==> src/rtl/bp_pkg.sv <==
// Shared types for the branch predictor update path.
// Used by the update scheduler and the predictor-side wiring.
package bp_pkg;

    localparam int BP_ADDR_W  = 5;
    localparam int BP_ENTRIES = 32;

    typedef struct packed {
        logic [BP_ADDR_W-1:0] addr;
        logic                 taken;
    } bp_upd_t;

endpackage

==> src/rtl/bp_update_fifo.sv <==
// Two-write / one-read circular buffer of predictor updates.
// Write port 0 is always ordered ahead of write port 1 in the same cycle.
module bp_update_fifo
    import bp_pkg::*;
#(
    parameter int DEPTH = 4,
    parameter int CNT_W = $clog2(DEPTH + 1)
) (
    input  logic             clk_i,
    input  logic             reset_i,
    input  logic             flush_i,
    input  logic             push0_i,
    input  bp_upd_t          push0_data_i,
    input  logic             push1_i,
    input  bp_upd_t          push1_data_i,
    input  logic             pop_i,
    output bp_upd_t          head_o,
    output logic [CNT_W-1:0] count_o
);

    localparam int PTR_W = $clog2(DEPTH);

    bp_upd_t          r_mem [DEPTH];
    logic [PTR_W-1:0] r_wptr;
    logic [PTR_W-1:0] r_rptr;
    logic [CNT_W-1:0] r_count;
    logic [PTR_W-1:0] w_wr1_idx;

    // Port 1 lands right behind port 0 when both push, otherwise at the write pointer.
    assign w_wr1_idx = r_wptr + PTR_W'(push0_i);

    // NOTE: storage has no reset; the pointers and count decide which entries are valid.
    always_ff @(posedge clk_i) begin
        if (!flush_i) begin
            if (push0_i) r_mem[r_wptr]    <= push0_data_i;
            if (push1_i) r_mem[w_wr1_idx] <= push1_data_i;
        end
    end

    // NOTE: sequential state uses non-blocking assignments so every flop samples pre-edge values.
    always_ff @(posedge clk_i or posedge reset_i) begin
        if (reset_i) begin
            r_wptr  <= '0;
            r_rptr  <= '0;
            r_count <= '0;
        end else if (flush_i) begin
            r_wptr  <= '0;
            r_rptr  <= '0;
            r_count <= '0;
        end else begin
            r_wptr  <= r_wptr + PTR_W'(push0_i) + PTR_W'(push1_i);
            r_rptr  <= r_rptr + PTR_W'(pop_i);
            r_count <= r_count + CNT_W'(push0_i) + CNT_W'(push1_i) - CNT_W'(pop_i);
        end
    end

    assign head_o  = r_mem[r_rptr];
    assign count_o = r_count;

endmodule

==> src/rtl/branch_update_scheduler.sv <==
// Merges two branch resolution streams into the single predictor update port.
// Readiness is based on registered occupancy only, so a same-cycle pop never frees space.
module branch_update_scheduler
    import bp_pkg::*;
#(
    parameter int DEPTH  = 4,
    parameter int ADDR_W = $clog2(BP_ENTRIES),
    parameter int CNT_W  = $clog2(DEPTH + 1)
) (
    input  logic              clk_i,
    input  logic              reset_i,
    input  logic              res0_valid_i,
    input  logic [ADDR_W-1:0] res0_addr_i,
    input  logic              res0_taken_i,
    output logic              res0_ready_o,
    input  logic              res1_valid_i,
    input  logic [ADDR_W-1:0] res1_addr_i,
    input  logic              res1_taken_i,
    output logic              res1_ready_o,
    input  logic              flush_i,
    input  logic              upd_hold_i,
    output logic              upd_en_o,
    output logic [ADDR_W-1:0] upd_addr_o,
    output logic              upd_taken_o,
    output logic [CNT_W-1:0]  count_o
);

    logic [CNT_W-1:0] w_count;
    logic [CNT_W-1:0] w_free;
    logic             w_ready0;
    logic             w_ready1;
    logic             w_push0;
    logic             w_push1;
    logic             w_pop;
    logic             w_nonempty;
    bp_upd_t          w_wr0;
    bp_upd_t          w_wr1;
    bp_upd_t          w_head;

    assign w_free     = CNT_W'(DEPTH) - w_count;
    assign w_nonempty = (w_count != '0);

    // Port 1 looks at res0_valid_i rather than res0's ready, which keeps the readies loop-free.
    assign w_ready0 = !flush_i && (w_free >= CNT_W'(1));
    assign w_ready1 = !flush_i && ((w_free >= CNT_W'(2)) ||
                                   ((w_free == CNT_W'(1)) && !res0_valid_i));

    assign w_push0 = res0_valid_i && w_ready0;
    assign w_push1 = res1_valid_i && w_ready1;
    assign w_pop   = w_nonempty && !upd_hold_i && !flush_i;

    assign w_wr0 = {res0_addr_i, res0_taken_i};
    assign w_wr1 = {res1_addr_i, res1_taken_i};

    bp_update_fifo #(
        .DEPTH (DEPTH),
        .CNT_W (CNT_W)
    ) u_fifo (
        .clk_i        (clk_i),
        .reset_i      (reset_i),
        .flush_i      (flush_i),
        .push0_i      (w_push0),
        .push0_data_i (w_wr0),
        .push1_i      (w_push1),
        .push1_data_i (w_wr1),
        .pop_i        (w_pop),
        .head_o       (w_head),
        .count_o      (w_count)
    );

    assign res0_ready_o = w_ready0;
    assign res1_ready_o = w_ready1;
    assign upd_en_o     = w_pop;
    assign upd_addr_o   = w_nonempty ? w_head.addr : '0;
    assign upd_taken_o  = w_nonempty ? w_head.taken : 1'b0;
    assign count_o      = w_count;

endmodule

==> config.mk <==
export PLATFORM = sky130hd
export DESIGN_NAME = branch_update_scheduler
export DESIGN_NICKNAME = d
export VERILOG_FILES = /design/src/rtl/bp_pkg.sv /design/src/rtl/bp_update_fifo.sv /design/src/rtl/branch_update_scheduler.sv
export SDC_FILE = /design/constraint.sdc
export NUM_CORES = 1
export LEC_CHECK = 0
export ABC_AREA = 1
export CELL_PAD_IN_SITES_DETAIL_PLACEMENT = 1
export CELL_PAD_IN_SITES_GLOBAL_PLACEMENT = 2
export CORE_MARGIN = 4
export CORE_UTILIZATION = 32
export CTS_CLUSTER_DIAMETER = 30
export CTS_CLUSTER_SIZE = 10
export DETAILED_ROUTE_END_ITERATION = 8
export GPL_TIMING_DRIVEN = 0
export HOLD_SLACK_MARGIN = 0.15
export PLACE_DENSITY_LB_ADDON = 0.1
export SYNTH_ARGS = -nofsm -noshare
export SYNTH_HDL_FRONTEND = slang
export SYNTH_SLANG_ARGS = --single-unit
==> constraint.sdc <==
create_clock -name clk_i -period 3 [get_ports clk_i]
set_input_delay 0.3 -clock clk_i [delete_from_list [all_inputs] [get_ports clk_i]]
set_output_delay 0.3 -clock clk_i [all_outputs]
set_load 0.05 [all_outputs]
Yosys cells after proc, flatten, opt, wreduce, memory -nomap -nowiden

Memory sizes are Yosys's and may differ from the RTL's.
Index checks and enable logic that the tools add are counted.

Memory bits (writable): 24
Word-level logic and storage cells: 37
Bits in latches: 0
Memories: 1
Register bits after elaboration: 7
Bits in read-only memories: 0

Memory list:

| memory       | depth | bits a word | rd ports | clocked after Yosys merged registers in | wr ports | RTL line             | source |
|---|---|---|---|---|---|---|---|
| u_fifo.r_mem | 4     | 6           | 1        | 0                                       | 2        | bp_update_fifo.sv:23 | `bp_upd_t r_mem [DEPTH];` |

Equal/unequal tests: 1
$lt $le $gt $ge: 2
Reduce and logical (&&, ||, !) cells: 12
Multipliers: 0
Mux-type cells: 11
Divide/modulo/power cells: 0
Bitwise logic cells: 0
Add/subtract/negate cells: 7
Shifts and indexed selects: 0

Operator list:

| cell                                                              | number |
|---|---|
| logical AND 1 bit                                                 | 7 |
| two-way mux 1 bit                                                 | 7 |
| adder 2 x 1 -> 2 bit                                              | 3 |
| adder 3 x 1 -> 3 bit                                              | 2 |
| two-way mux 5 bit                                                 | 1 |
| two-way mux 2 bit                                                 | 2 |
| == test 3 x 1 -> 1 bit, second input constant                     | 1 |
| greater-or-equal comparator 3 x 1 -> 1 bit, second input constant | 1 |
| greater-or-equal comparator 3 x 2 -> 1 bit, second input constant | 1 |
| logical NOT 1 bit                                                 | 3 |
| two-way mux 3 bit                                                 | 1 |
| nonzero test 3 bit                                                | 1 |
| subtractor 3 x 1 -> 3 bit                                         | 1 |
| subtractor 3 bit, first input constant                            | 1 |
| logical OR 1 bit                                                  | 1 |

Longest topological paths before layout

Gate-level depths: netlist of run 1.

Depth in word-level cells: 9
Gate-level depth with buffers: 17
Gate-level depth less buffers: 17

Modules after synthesis

From an unflattened synthesis of run 1, not the netlist that was laid out.

Cell total of the unflattened synthesis: 242
Area total of the unflattened synthesis: 1930.6 um2

By module, submodules not included:

| module                  | area each (um2) | times used | sequential area each (um2) | cells an instance |
|---|---|---|---|---|
| bp_update_fifo          | 1754.2          | 1          | 895.9                      | 207 |
| branch_update_scheduler | 176.4           | 1          | 0.0                        | 35 |

Worst setup path after synthesis of run 1

No wires, ideal clock.

Path type: register -> register
Start: register u_fifo.r_count[0] (netlist: u_fifo.count_o[0])
End: register u_fifo.r_count[2] (netlist: u_fifo.count_o[2])
Clock period less this slack: 3890 ps
Setup slack: -890 ps
Data required time: 2879 ps
Stages on the path, launching flop included: 12
Arrival: 3769 ps
Cells stage by stage: dfrtp_1 > inv_1 > ha_1 > ha_1 > nor3_1 > ha_1 > inv_1 > fa_1 > inv_1 > fa_1 > xor2_1 > nor2_1

Elaborated cells on any way between the ends: 17
Those cells by class: 4 x add/sub; 2 x order compare; 1 x eq/ne; 1 x mux; 9 x reduce/logical

RTL lines:

| what                            | RTL line                      | source |
|---|---|---|
| from (decl)                     | bp_update_fifo.sv:26          | `logic [CNT_W-1:0] r_count;` |
| from (signal assigned)          | bp_update_fifo.sv:53          | `r_count <= r_count + CNT_W'(push0_i) + CNT_W'(push1_i) - CNT_W'(pop_i);` |
| nonzero test 3 bit              | branch_update_scheduler.sv:41 | `assign w_nonempty = (w_count != '0);` |
| logical AND 1 bit (2 in series) | branch_update_scheduler.sv:50 | `assign w_pop = w_nonempty && !upd_hold_i && !flush_i;` |
| net upd_en_o                    | branch_update_scheduler.sv:22 | `output logic upd_en_o,` |
| subtractor 3 x 1 -> 3 bit       | bp_update_fifo.sv:53          |  |
| two-way mux 3 bit               | bp_update_fifo.sv:46          | `end else if (flush_i) begin` |

The timed path passes the listed nets, and every way through them passes these cells.

Final worst setup path of run 1

Start: register u_fifo.r_count[0] (netlist: u_fifo.count_o[0])
End: output res1_ready_o

Word-level cells in the longest chain between the ends: 5
Elaborated cells on any way between the ends: 6
Those cells by class: 1 x add/sub; 1 x order compare; 1 x eq/ne; 3 x reduce/logical

Ends and longest elaborated chain:

| what                                                                                               | RTL line                      | source |
|---|---|---|
| subtractor 3 bit (*)                                                                               | branch_update_scheduler.sv:40 | `assign w_free = CNT_W'(DEPTH) - w_count;` |
| parallel branches: the longest is 2 deep, another holds greater-or-equal comparator 3 x 2 -> 1 bit | n/a                           |  |
| logical OR 1 bit (*)                                                                               | branch_update_scheduler.sv:45 | `assign w_ready1 = !flush_i && ((w_free >= CNT_W'(2)) \|\|` |
| logical AND 1 bit (*)                                                                              | branch_update_scheduler.sv:45 |  |
| to (decl)                                                                                          | branch_update_scheduler.sv:19 | `output logic res1_ready_o,` |

Mark *: on every way between the ends.

==> results of run 1 <==
[synthesized netlist by cell type]
master and instances:
nand2_1 80, nor2_1 29, edfxtp_1 24, inv_1 19, o21ai_0 18, a21oi_1 8, ha_1 8, nor2_4 8
dfrtp_1 7, inv_2 6, nand4_2 4, buf_2 3, fa_1 2, nand2_2 2, nand2_4 2, nand3_1 2
a31oi_1 1, clkbuf_1 1, clkinv_1 1, clkinv_2 1, nand3_2 1, nand3_4 1, nor2_2 1, nor3_1 1
xnor2_1 1, xor2_1 1
[power groups by stage]
| stage | clock (W) | sequential, W | combinational (W) |
|---|---|---|---|
| floorplan | 0 | 0.000669 | 0.000755 |
| global placement | 0 | 0.000640 | 0.00111 |
| detailed placement | 0 | 0.000641 | 0.00112 |
| CTS | 0.000335 | 0.000631 | 0.00118 |
| global route | 0.000358 | 0.000643 | 0.00135 |
| finish | 0.000326 | 0.000631 | 0.00122 |
[layout by cell type (no fill, tap or decap), types with 6 or more instances in the layout]
cell type	count
ha_1	7
buf_4	6
nor2_1	29
inv_1	19
a21oi_1	8
clkdlybuf4s50_1	28
inv_2	6
nor2_4	8
nand2_1	80
edfxtp_1	24
o21ai_0	14
[worst reg2reg max path: stages, from the launching register on]
cell and delay, ps:
dfrtp_2 400, inv_1 100, ha_1 210, ha_1 270, inv_1 40, nor2_2 170, nand3_4 210, nand3_4 140
ha_1 240, inv_1 70, fa_1 170, inv_1 50, fa_1 390, xor2_1 170, nor2_1 100
[routing by layer]
| layer | track usage [%] | vias to the layer above | routed length [µm] | part of all wire, % |
|---|---|---|---|---|
| li1 | - | 825 | - | - |
| met1 | 22.30 | 723 | 2560 | 48 |
| met2 | 26.07 | 25 | 2506 | 47 |
| met3 | 2.690 | 9 | 168 | 3.1 |
| met4 | 5.324 | 0 | 103 | 1.9 |
| met5 | 0 | - | 0 | 0 |
[registers in the layout, indices dropped and copies added, names as in the netlist]
| signal | flops |
|---|---|
| u_fifo.count_o | 3 |
| u_fifo.r_mem | 24 |
| u_fifo.r_rptr | 2 |
| u_fifo.r_wptr | 2 |
[area by class of cell]
type	count	area, µm²	area share [%]
multi-input combinational	170	1051	40.76
buffer	4	18.77	0.7278
clock buffer	5	68.82	2.669
sequential	31	898.4	34.84
timing repair buffer	34	325.3	12.62
tap	75	93.84	3.639
clock inverter	3	20.02	0.7763
inverter	27	102.6	3.979
[worst max-delay path by stage]
stage / endpoint / startpoint / cells after the start / slack (ps)
floorplan: u_fifo.r_mem[1][0]$_DFFE_PP_ / u_fifo.count_o[0]$_DFF_PP0_ / 13 / 10
global placement: u_fifo.r_mem[3][4]$_DFFE_PP_ / u_fifo.count_o[0]$_DFF_PP0_ / 13 / -430
detailed placement: u_fifo.r_mem[3][4]$_DFFE_PP_ / u_fifo.count_o[0]$_DFF_PP0_ / 13 / -430
CTS: u_fifo.count_o[2]$_DFF_PP0_ / u_fifo.count_o[0]$_DFF_PP0_ / 14 / -2
global route: u_fifo.count_o[2]$_DFF_PP0_ / u_fifo.count_o[0]$_DFF_PP0_ / 14 / -20
finish: res1_ready_o / u_fifo.count_o[0]$_DFF_PP0_ / 9 / 180
[cell families after synthesis]
logic type | Yosys count | synth area share (%)
xor+xnor | 2 | 0.9011
flops | 31 | 46.07
fa+ha+maj | 10 | 7.207
buf+inv | 31 | 6.241
compound gates | 27 | 7.015
simple gates | 131 | 32.56
[metrics by stage]
stage	util (%)	power, W	setup WS, ps	setup TNS [ps]	hold WS, ps
2_1_floorplan	-	0.001424	10.23	0	103.3
3_3_place_gp	39.39	0.001748	-431.2	-6659	562.0
3_5_place_dp	39.39	0.001763	-432.5	-6982	569.4
4_1_cts	42.08	0.002146	-2.476	-2.476	254.8
5_1_grt	43.55	0.002352	-21.03	-21.03	280.7
6_report	43.55	0.002176	176.2	0	250.5
[timing repair]
action,4_1_cts,5_1_grt
setup endpoints to repair,24,45
resized for setup,16,5
buffers inserted,0,6
==> flow_metrics.py, run 1 <==
metrics = {
    "power": {
        "p_per_area_nw_per_um2": 843.7,
        "max-vdd-ir-drop_v": 0.0005079,
        "switchingPower_w": 0.001036,
        "p_int_w": 0.001139,
        "seq_power_share_pct": 29.0,
        "power.share.clock_pct": 15.0,
        "combinationalPowerShare_pct": 56.0,
        "p_leak_nw": 1.058,
        "swShare_pct": 47.63,
    },
    "worst_hold_path": {
        "min_path_type": "in2async",
    },
    "place": {
        "dpl.hpwl_um": 3986,
        "dp.cells": 335,
        "portBuffers": 28,
        "place_area_um2": 2332,
        "gp_congestion": 0.7622,
    },
    "critical_path": {
        "startpoint_type": "register",
        "crit_path_end_kind": "output pin",
        "crit_fanout": 6,
        "critical_path_required_ps": 2700,
        "worstRegToRegCells": 14,
        "reg2reg_slack_ps": 180,
        "crit_chain": "inv_1 > ha_1 > ha_1 > inv_1 > nor2_2 > nand3_4 > nand2_1 > inv_1 > clkdlybuf4s50_1",
        "slowest_stage": "clkdlybuf4s50_1",
        "r2r_start": "u_fifo.count_o[0]$_DFF_PP0_",
        "worst-path-buf-inv": 4,
        "reg2reg_to": "u_fifo.count_o[2]$_DFF_PP0_",
        "cp.arrival_ps": 2520,
        "critPathMaxStageDelay_ps": 690,
        "worstSetupPathType": "reg2out",
        "critPathTopFamily": "buffers and inverters",
        "crit_path_frequent_cell": "inv_1",
    },
    "clocking": {
        "cts_hold_buffers": 0,
        "cts_tree": "yes",
        "cts-buffers-inserted": 5,
        "clock_latency_ps": 280,
        "clock-sinks": 31,
        "root_buffer": "clkbuf_8",
        "cts-htree-levels": 2,
        "path_clk_slew_ps": 70,
        "clockBufferDepth": 2,
    },
    "global_route": {
        "globalRouteOverflowTotal": 0,
        "grt_max_degree": 12,
        "grt.total_usage_pct": 16.26,
        "antenna_found_initial": 0,
        "grt_pass1_wl_um": 9018,
        "first_global_vias": 1716,
    },
    "floorplan": {
        "die_area_um2": 7387,
        "num_io_pins": 30,
        "rows": 28,
        "dieHeight_um": 85.95,
        "core_um2": 5921,
        "start_util_pct": 32.84,
        "die_w_um": 85.95,
    },
    "timing": {
        "finalCritPeriodShare_pct": 94.13,
        "setup-violations-final": 0,
        "slew_headroom_pct": 64.99,
        "max_freq_ghz": 0.3541,
        "finalHoldViolCount": 0,
        "rsz0062_at_grt": "yes",
        "tightest_slew_ps": 523.5,
        "skew_ps": 10.76,
        "layout_min_cycle_time_ps": 2824,
        "drv_slew": 0,
    },
    "finish": {
        "fillers": 717,
        "stdcell_area_um2": 2579,
        "area_delta_synth_final_pct": 32.63,
        "num_antenna_cells": 0,
        "final_cells": 349,
        "drive_gt1_share_pct": 18.98,
        "finish.net_count": 301,
    },
    "synthesis": {
        "yosysUniqueCellTypes": 26,
        "avgSynthCellArea_um2": 8.381,
        "synth_top_cell_area_share_pct": 37.07,
        "yosysTopAreaCell": "edfxtp_1",
        "synth-seq-cells": 31,
        "yosys_warnings": 0,
        "synth_seq_area_share_pct": 46.07,
        "synthesis.nets": 260,
        "synth_cells": 232,
        "synth.area.top_cells": "edfxtp_1 (37%), nand2_1 (15%), dfrtp_1 (9.0%)",
        "syn-cell-area_um2": 1944,
    },
    "detailed_routing": {
        "routedWlPerCell_um": 15.30,
        "routed_wirelength_um": 5338,
        "drc": 0,
        "vias": 1582,
        "viasPerCell": 4.533,
        "ant_nets": 0,
        "drt_iter0_drc": 44,
        "drtPass1Iterations": 4,
    },
    "status": {
        "status": "complete, no violations",
    },
    "run": {
        "maxCapViolations": 0,
    },
}
No activity file was read; power rests on OpenSTA's default activity.
==> inputs of run 2 (changes only) <==
--- a/config.mk
+++ b/config.mk
@@ -5,11 +5,10 @@
 export SDC_FILE = /design/constraint.sdc
 export NUM_CORES = 1
 export LEC_CHECK = 0
-export ABC_AREA = 1
 export CELL_PAD_IN_SITES_DETAIL_PLACEMENT = 1
 export CELL_PAD_IN_SITES_GLOBAL_PLACEMENT = 2
 export CORE_MARGIN = 4
-export CORE_UTILIZATION = 32
+export CORE_UTILIZATION = 38
 export CTS_CLUSTER_DIAMETER = 30
 export CTS_CLUSTER_SIZE = 10
 export DETAILED_ROUTE_END_ITERATION = 8
==> run 2 against run 1 <==
Global-route usage down 2.4 points. Routed wire length is 26% lower. Final area shrank 4.1%. Non-clock buffer count rose by 1. Worst hold slack improved by 1.3 ps. Combinational power shrank 12%. Die area down 16%. Critical endpoint is now u_fifo.r_mem[0][0]$_DFFE_PP_. Largest cell class unchanged.
==> flow_metrics.py, run 2 <==
metrics = {
    "synthesis": {
        "synth_top_cell_area_share_pct": 38.04,
        "yosys_warnings": 0,
        "synth.area.top_cells": "edfxtp_1 (38%), mux2_4 (19%), dfrtp_1 (9.2%)",
        "synth_seq_area_share_pct": 47.29,
        "synth_edf_count": 24,
        "synth-seq-cells": 31,
        "ys.flop_type": "edfxtp_1",
        "syn-cell-area_um2": 1894,
        "yosysUniqueCellTypes": 27,
        "async_flop_share_pct": 22.58,
        "synthTopCellsByCount": "edfxtp_1 (24), mux2_4 (24), nor2b_1 (9), ha_1 (8), inv_1 (8)",
        "synth_cells": 125,
        "avgSynthCellArea_um2": 15.15,
        "synthesis.nets": 153,
        "yosysTopAreaCell": "edfxtp_1",
    },
    "detailed_routing": {
        "viasPerCell": 4.784,
        "vias": 1110,
        "drc": 0,
        "drt_iter0_drc": 60,
        "drtPass1Iterations": 4,
        "routedWlPerCell_um": 17.09,
        "routed_wirelength_um": 3966,
        "ant_nets": 0,
    },
    "global_route": {
        "first_global_vias": 1192,
        "grt_pass1_wl_um": 6334,
        "grt.total_usage_pct": 13.85,
        "globalRouteOverflowTotal": 0,
        "antenna_found_initial": 0,
        "grt_max_degree": 12,
    },
    "clocking": {
        "cts_tree": "yes",
        "clockBufferDepth": 2,
        "clock_latency_ps": 290,
        "path_clk_slew_ps": 70,
        "cts-buffers-inserted": 5,
        "root_buffer": "clkbuf_8",
        "clock-sinks": 31,
        "cts-htree-levels": 2,
    },
    "finish": {
        "final_cells": 232,
        "finish.net_count": 192,
        "num_antenna_cells": 0,
        "area_delta_synth_final_pct": 30.52,
        "fillers": 494,
        "fin_util_pct": 51.66,
        "drive_gt1_share_pct": 36.97,
        "final_cell_mix": "clkdlybuf4s50_1 (29), mux2_4 (24), edfxtp_1 (24)",
        "largest-register": "u_fifo.r_mem",
        "final_common_cell": "clkdlybuf4s50_1",
        "largest_reg_flops": 24,
    },
    "run": {
        "maxCapViolations": 0,
    },
    "critical_path": {
        "slowest_stage": "dfrtp_2",
        "startpoint_type": "register",
        "critPathTopFamily": "adder cells",
        "worst-path-buf-inv": 2,
        "r2r_start": "u_fifo.count_o[0]$_DFF_PP0_",
        "critPathMaxStageDelay_ps": 430,
        "crit_path_end_kind": "register",
        "reg2reg_to": "u_fifo.r_mem[0][0]$_DFFE_PP_",
        "critical_path_required_ps": 3030,
        "cp-startpoint": "u_fifo.count_o[0]$_DFF_PP0_",
        "crit_chain": "inv_1 > ha_1 > ha_4 > nor4b_4 > nor3b_2 > ha_1 > xor2_2 > or3_1 > buf_6 > mux2_4",
        "crit_path_frequent_cell": "ha_1",
        "reg2reg_slack_ps": 120,
        "worstRegToRegCells": 10,
        "cp.arrival_ps": 2910,
        "worstSetupPathType": "reg2reg",
        "crit_fanout": 7,
    },
    "power": {
        "max-vdd-ir-drop_v": 0.0003038,
        "p_per_area_nw_per_um2": 854.9,
        "p_leak_nw": 0.9908,
    },
    "floorplan": {
        "rows": 25,
        "start_util_pct": 39.58,
        "dieHeight_um": 78.61,
        "die_w_um": 78.61,
        "core_um2": 4786,
        "num_io_pins": 30,
        "die_area_um2": 6179,
    },
    "timing": {
        "max_freq_ghz": 0.3473,
        "rsz0062_at_grt": "no",
        "layout_min_cycle_time_ps": 2880,
        "slew_headroom_pct": 64.63,
        "finalCritPeriodShare_pct": 95.99,
        "skew_ps": 8.255,
        "finalHoldViolCount": 0,
        "drv_slew": 0,
        "tightest_slew_ps": 530.6,
        "setup-violations-final": 0,
    },
    "worst_hold_path": {
        "min_path_type": "in2async",
    },
    "place": {
        "dp.cells": 221,
        "portBuffers": 29,
        "gp_congestion": 0.6969,
        "dpl.hpwl_um": 3027,
    },
    "status": {
        "status": "complete, no violations",
    },
}
[run 2: changes by cell type after synthesis, moves of 6 or more]
cell     previous run  this run
nor2b_1             0         9
inv_1              19         8
a21oi_1             8         0
mux2_4              0        24
nor2_1             29         6
mux4_2              0         6
nor2_4              8         0
o21ai_0            18         2
nand2_1            80         1
[run 2: timing repair]
action	4_1_cts	5_1_grt
pin swaps	1	0
buffers inserted	1	2
hold buffers	0	0
endpoints found under the setup margin	42	42
resized for setup	1	4
[run 2: area by class of cell]
type	instances	area [µm²]	share of cell area, %
Multi-Input combinational cell	78	973.4	39.37
Sequential cell	31	898.4	36.34
Timing Repair Buffer	32	312.8	12.65
Tap cell	67	83.83	3.391
Clock buffer	5	68.82	2.783
Buffer	7	57.56	2.328
Clock inverter	3	43.79	1.771
Inverter	9	33.78	1.366
[run 2: worst reg2reg max path, stage by stage, from the launching register on]
cell and delay (ps):
dfrtp_2 430, inv_1 80, ha_1 230, ha_4 290, nor4b_4 240, nor3b_2 100
ha_1 250, xor2_2 210, or3_1 330, buf_6 170, mux2_4 300
[run 2: routing by layer]
| metal | GRT usage, % | routed length (µm) | up-vias |
|---|---|---|---|
| met5 | 0 | 0 | - |
| met4 | 4.720 | 36 | 0 |
| met2 | 24.36 | 2083 | 18 |
| met1 | 16.45 | 1723 | 560 |
| met3 | 3.326 | 123 | 4 |
| li1 | - | - | 528 |
[run 2: worst max path at each step]
stage / slack (ps) / end / depth (start not counted)
floorplan: 7 / u_fifo.r_mem[2][0]$_DFFE_PP_ / 9
global placement: -150 / u_fifo.r_mem[3][4]$_DFFE_PP_ / 10
detailed placement: -200 / u_fifo.r_mem[3][4]$_DFFE_PP_ / 10
CTS: 20 / u_fifo.r_mem[1][4]$_DFFE_PP_ / 10
global route: 20 / u_fifo.r_mem[0][1]$_DFFE_PP_ / 10
finish: 120 / u_fifo.r_mem[0][0]$_DFFE_PP_ / 10
[run 2: metrics by stage]
stage	instance area [µm²]	worst slack, ps	TNS [ps]	hold slack (ps)	power [W]
after floorplan	1927	6.781	0	103.3	0.001359
after global placement	2301	-145.2	-898.6	563.9	0.001616
after detailed placement	2301	-199.0	-1927	575.3	0.001650
after CTS	2425	19.91	0	269.1	0.002074
after global routing	2472	16.24	0	277.8	0.002225
final	2472	120.4	0	251.8	0.002114
[run 2: cell families (layout without fill, tap and decap cells)]
logic type               after synthesis  count (layout)  synth area share [%]
adder cells (fa/ha/maj)               10              10                 7.398
AO/OA/AOI/OAI                          5               5                 2.708
multiplexers                          30              30                 26.16
buffers and inverters                 16              56                 4.821
XOR/XNOR                               6               6                 2.774
AND/OR/NAND/NOR                       27              27                 8.850
flip-flops                            31              31                 47.29
[run 2: power by group]
group | switching (W) | internal [W] | total, W
clock | 0.000166 | 0.000247 | 0.000413
sequential | 0.0000547 | 0.000579 | 0.000634
combinational | 0.000582 | 0.000484 | 0.00107
total | 0.000803 | 0.00131 | 0.00211
==> inputs of run 3 (changes only) <==
--- a/config.mk
+++ b/config.mk
@@ -12,9 +12,10 @@
 export CTS_CLUSTER_DIAMETER = 30
 export CTS_CLUSTER_SIZE = 10
 export DETAILED_ROUTE_END_ITERATION = 8
-export GPL_TIMING_DRIVEN = 0
+export GPL_TIMING_DRIVEN = 1
 export HOLD_SLACK_MARGIN = 0.15
 export PLACE_DENSITY_LB_ADDON = 0.1
+export SLEW_MARGIN = 10
 export SYNTH_ARGS = -nofsm -noshare
 export SYNTH_HDL_FRONTEND = slang
 export SYNTH_SLANG_ARGS = --single-unit
==> run 3 against run 2 <==
Die area is the same. Setup slack better by 58 ps. Worst hold slack improved by 6.3 ps. First-iteration DRC count shrank 40%. Largest cell class unchanged.
==> flow_metrics.py, run 3 (synthesis results as in run 2) <==
metrics = {
    "detailed_routing": {
        "ant_nets": 0,
        "viasPerCell": 4.778,
        "routedWlPerCell_um": 17.27,
        "drt_iter0_drc": 36,
        "routed_wirelength_um": 3971,
        "drc": 0,
        "vias": 1099,
        "drtPass1Iterations": 4,
    },
    "finish": {
        "num_antenna_cells": 0,
        "largest-register": "u_fifo.r_mem",
        "final_cell_mix": "clkdlybuf4s50_1 (29), mux2_4 (24), edfxtp_1 (24)",
        "final_common_cell": "clkdlybuf4s50_1",
        "drive_gt1_share_pct": 35.58,
        "finish.net_count": 190,
        "stdcell_area_um2": 2414,
        "final_cells": 230,
        "area_delta_synth_final_pct": 27.41,
        "largest_reg_flops": 24,
    },
    "clocking": {
        "clockBufferDepth": 2,
        "cts_hold_buffers": 0,
        "post-cts-setup-buffer-count": 0,
        "cts_tree": "yes",
        "clock-sinks": 31,
        "clock_latency_ps": 290,
        "path_clk_slew_ps": 70,
        "root_buffer": "clkbuf_8",
        "cts-htree-levels": 2,
        "cts-buffers-inserted": 5,
    },
    "timing": {
        "skew_ps": 6.588,
        "finalCritPeriodShare_pct": 94.05,
        "layout_min_cycle_time_ps": 2822,
        "slew_headroom_pct": 47.60,
        "tightest_slew_ps": 784.4,
        "fin_ws_ps": 178.4,
        "max_freq_ghz": 0.3544,
        "drv_slew": 0,
        "setup-violations-final": 0,
        "finalHoldViolCount": 0,
    },
    "place": {
        "dp.cells": 222,
        "dp_worst_setup_slack_ps": 45.99,
        "place_area_um2": 2303,
        "portBuffers": 29,
        "gp_congestion": 0.6988,
        "dpl.hpwl_um": 3131,
    },
    "critical_path": {
        "crit_fanout": 6,
        "worstSetupPathType": "reg2reg",
        "cp.arrival_ps": 2730,
        "crit_path_end_kind": "register",
        "startpoint_type": "register",
        "critical_path_required_ps": 2910,
    },
    "global_route": {
        "first_global_vias": 1207,
        "use_met1_pct": 17.68,
        "grt_pass1_wl_um": 6396,
        "grt.total_usage_pct": 14.17,
        "top_usage_layer": "met2",
        "antenna_found_initial": 0,
        "met3_usage_pct": 4.817,
        "met2_usage_pct": 22.92,
        "grt_max_degree": 10,
        "globalRouteOverflowTotal": 0,
    },
    "run": {
        "maxCapViolations": 0,
    },
    "floorplan": {
        "die_w_um": 78.61,
        "dieHeight_um": 78.61,
        "start_util_pct": 39.58,
        "rows": 25,
        "core_um2": 4786,
        "die_area_um2": 6179,
        "num_io_pins": 30,
    },
    "power": {
        "p_per_area_nw_per_um2": 828.8,
        "p_leak_nw": 0.9675,
        "power.total_w": 0.002000,
        "max-vdd-ir-drop_v": 0.0002936,
    },
    "status": {
        "status": "complete, no violations",
    },
    "worst_hold_path": {
        "min_path_type": "in2async",
    },
}
==> run 3: area by class of cell <==
cell class	instances	area (µm²)
clock buffers	8	100.1
fillers	490	2372
inverters	9	33.78
multi-input cells	78	947.2
flip-flops and latches	31	898.4
well taps	67	83.83
repair buffers	37	350.3
==> run 3: worst max-delay path, cell delays in order (launching register included) <==
cell and delay, ps:
dfrtp_2 360, inv_1 60, ha_1 190, ha_1 320, nor4b_2 280, nor3b_2 90
ha_1 230, xor2_1 270, and3_1 260, o21bai_1 380
==> run 3: timing repair <==
item                                   4_1_cts  5_1_grt
gates resized for setup                      0        2
setup endpoints to repair                    0       24
endpoints found under the hold margin        0        0
==> run 3: routing by layer <==
layer / up-vias / share of wire (%)
met2: 21 / 50
met3: 5 / 4.5
li1: 526 / -
met5: - / 0
met1: 547 / 44
met4: 0 / 1.4
==> run 3: path summary, 6_finish.rpt <==
check / start / endpoint / slack, ps / cells past startpoint
max in group asynchronous: reset_i / u_fifo.count_o[1]$_DFF_PP0_ / 2490 / 2
worst max register to register: u_fifo.count_o[0]$_DFF_PP0_ / u_fifo.r_mem[3][4]$_DFFE_PP_ / 180 / 9
worst min-delay path: reset_i / u_fifo.r_wptr[0]$_DFF_PP0_ / 260 / 2
min in group clk_i: u_fifo.count_o[2]$_DFF_PP0_ / u_fifo.count_o[2]$_DFF_PP0_ / 710 / 3
worst max-delay path: u_fifo.count_o[0]$_DFF_PP0_ / u_fifo.r_mem[3][4]$_DFFE_PP_ / 180 / 9
worst min register to register: u_fifo.count_o[2]$_DFF_PP0_ / u_fifo.count_o[2]$_DFF_PP0_ / 710 / 3
==> run 3: power by group <==
part	switching, W	total [W]	internal [W]	leakage (nW)
Sequential	0.0000525	0.000632	0.000579	0.310
Clock	0.000154	0.000364	0.000209	0.0515
Combinational	0.000565	0.00100	0.000440	0.606
==> run 3: metrics by stage <==
stage,setup TNS (ps),util (%),hold slack [ps]
6_report,0,50.43,258.2
5_1_grt,-8.809,50.43,272.1
4_1_cts,0,50.22,266.3
3_5_place_dp,0,48.13,578.8
3_3_place_gp,0,48.13,564.7
2_1_floorplan,0,-,103.3
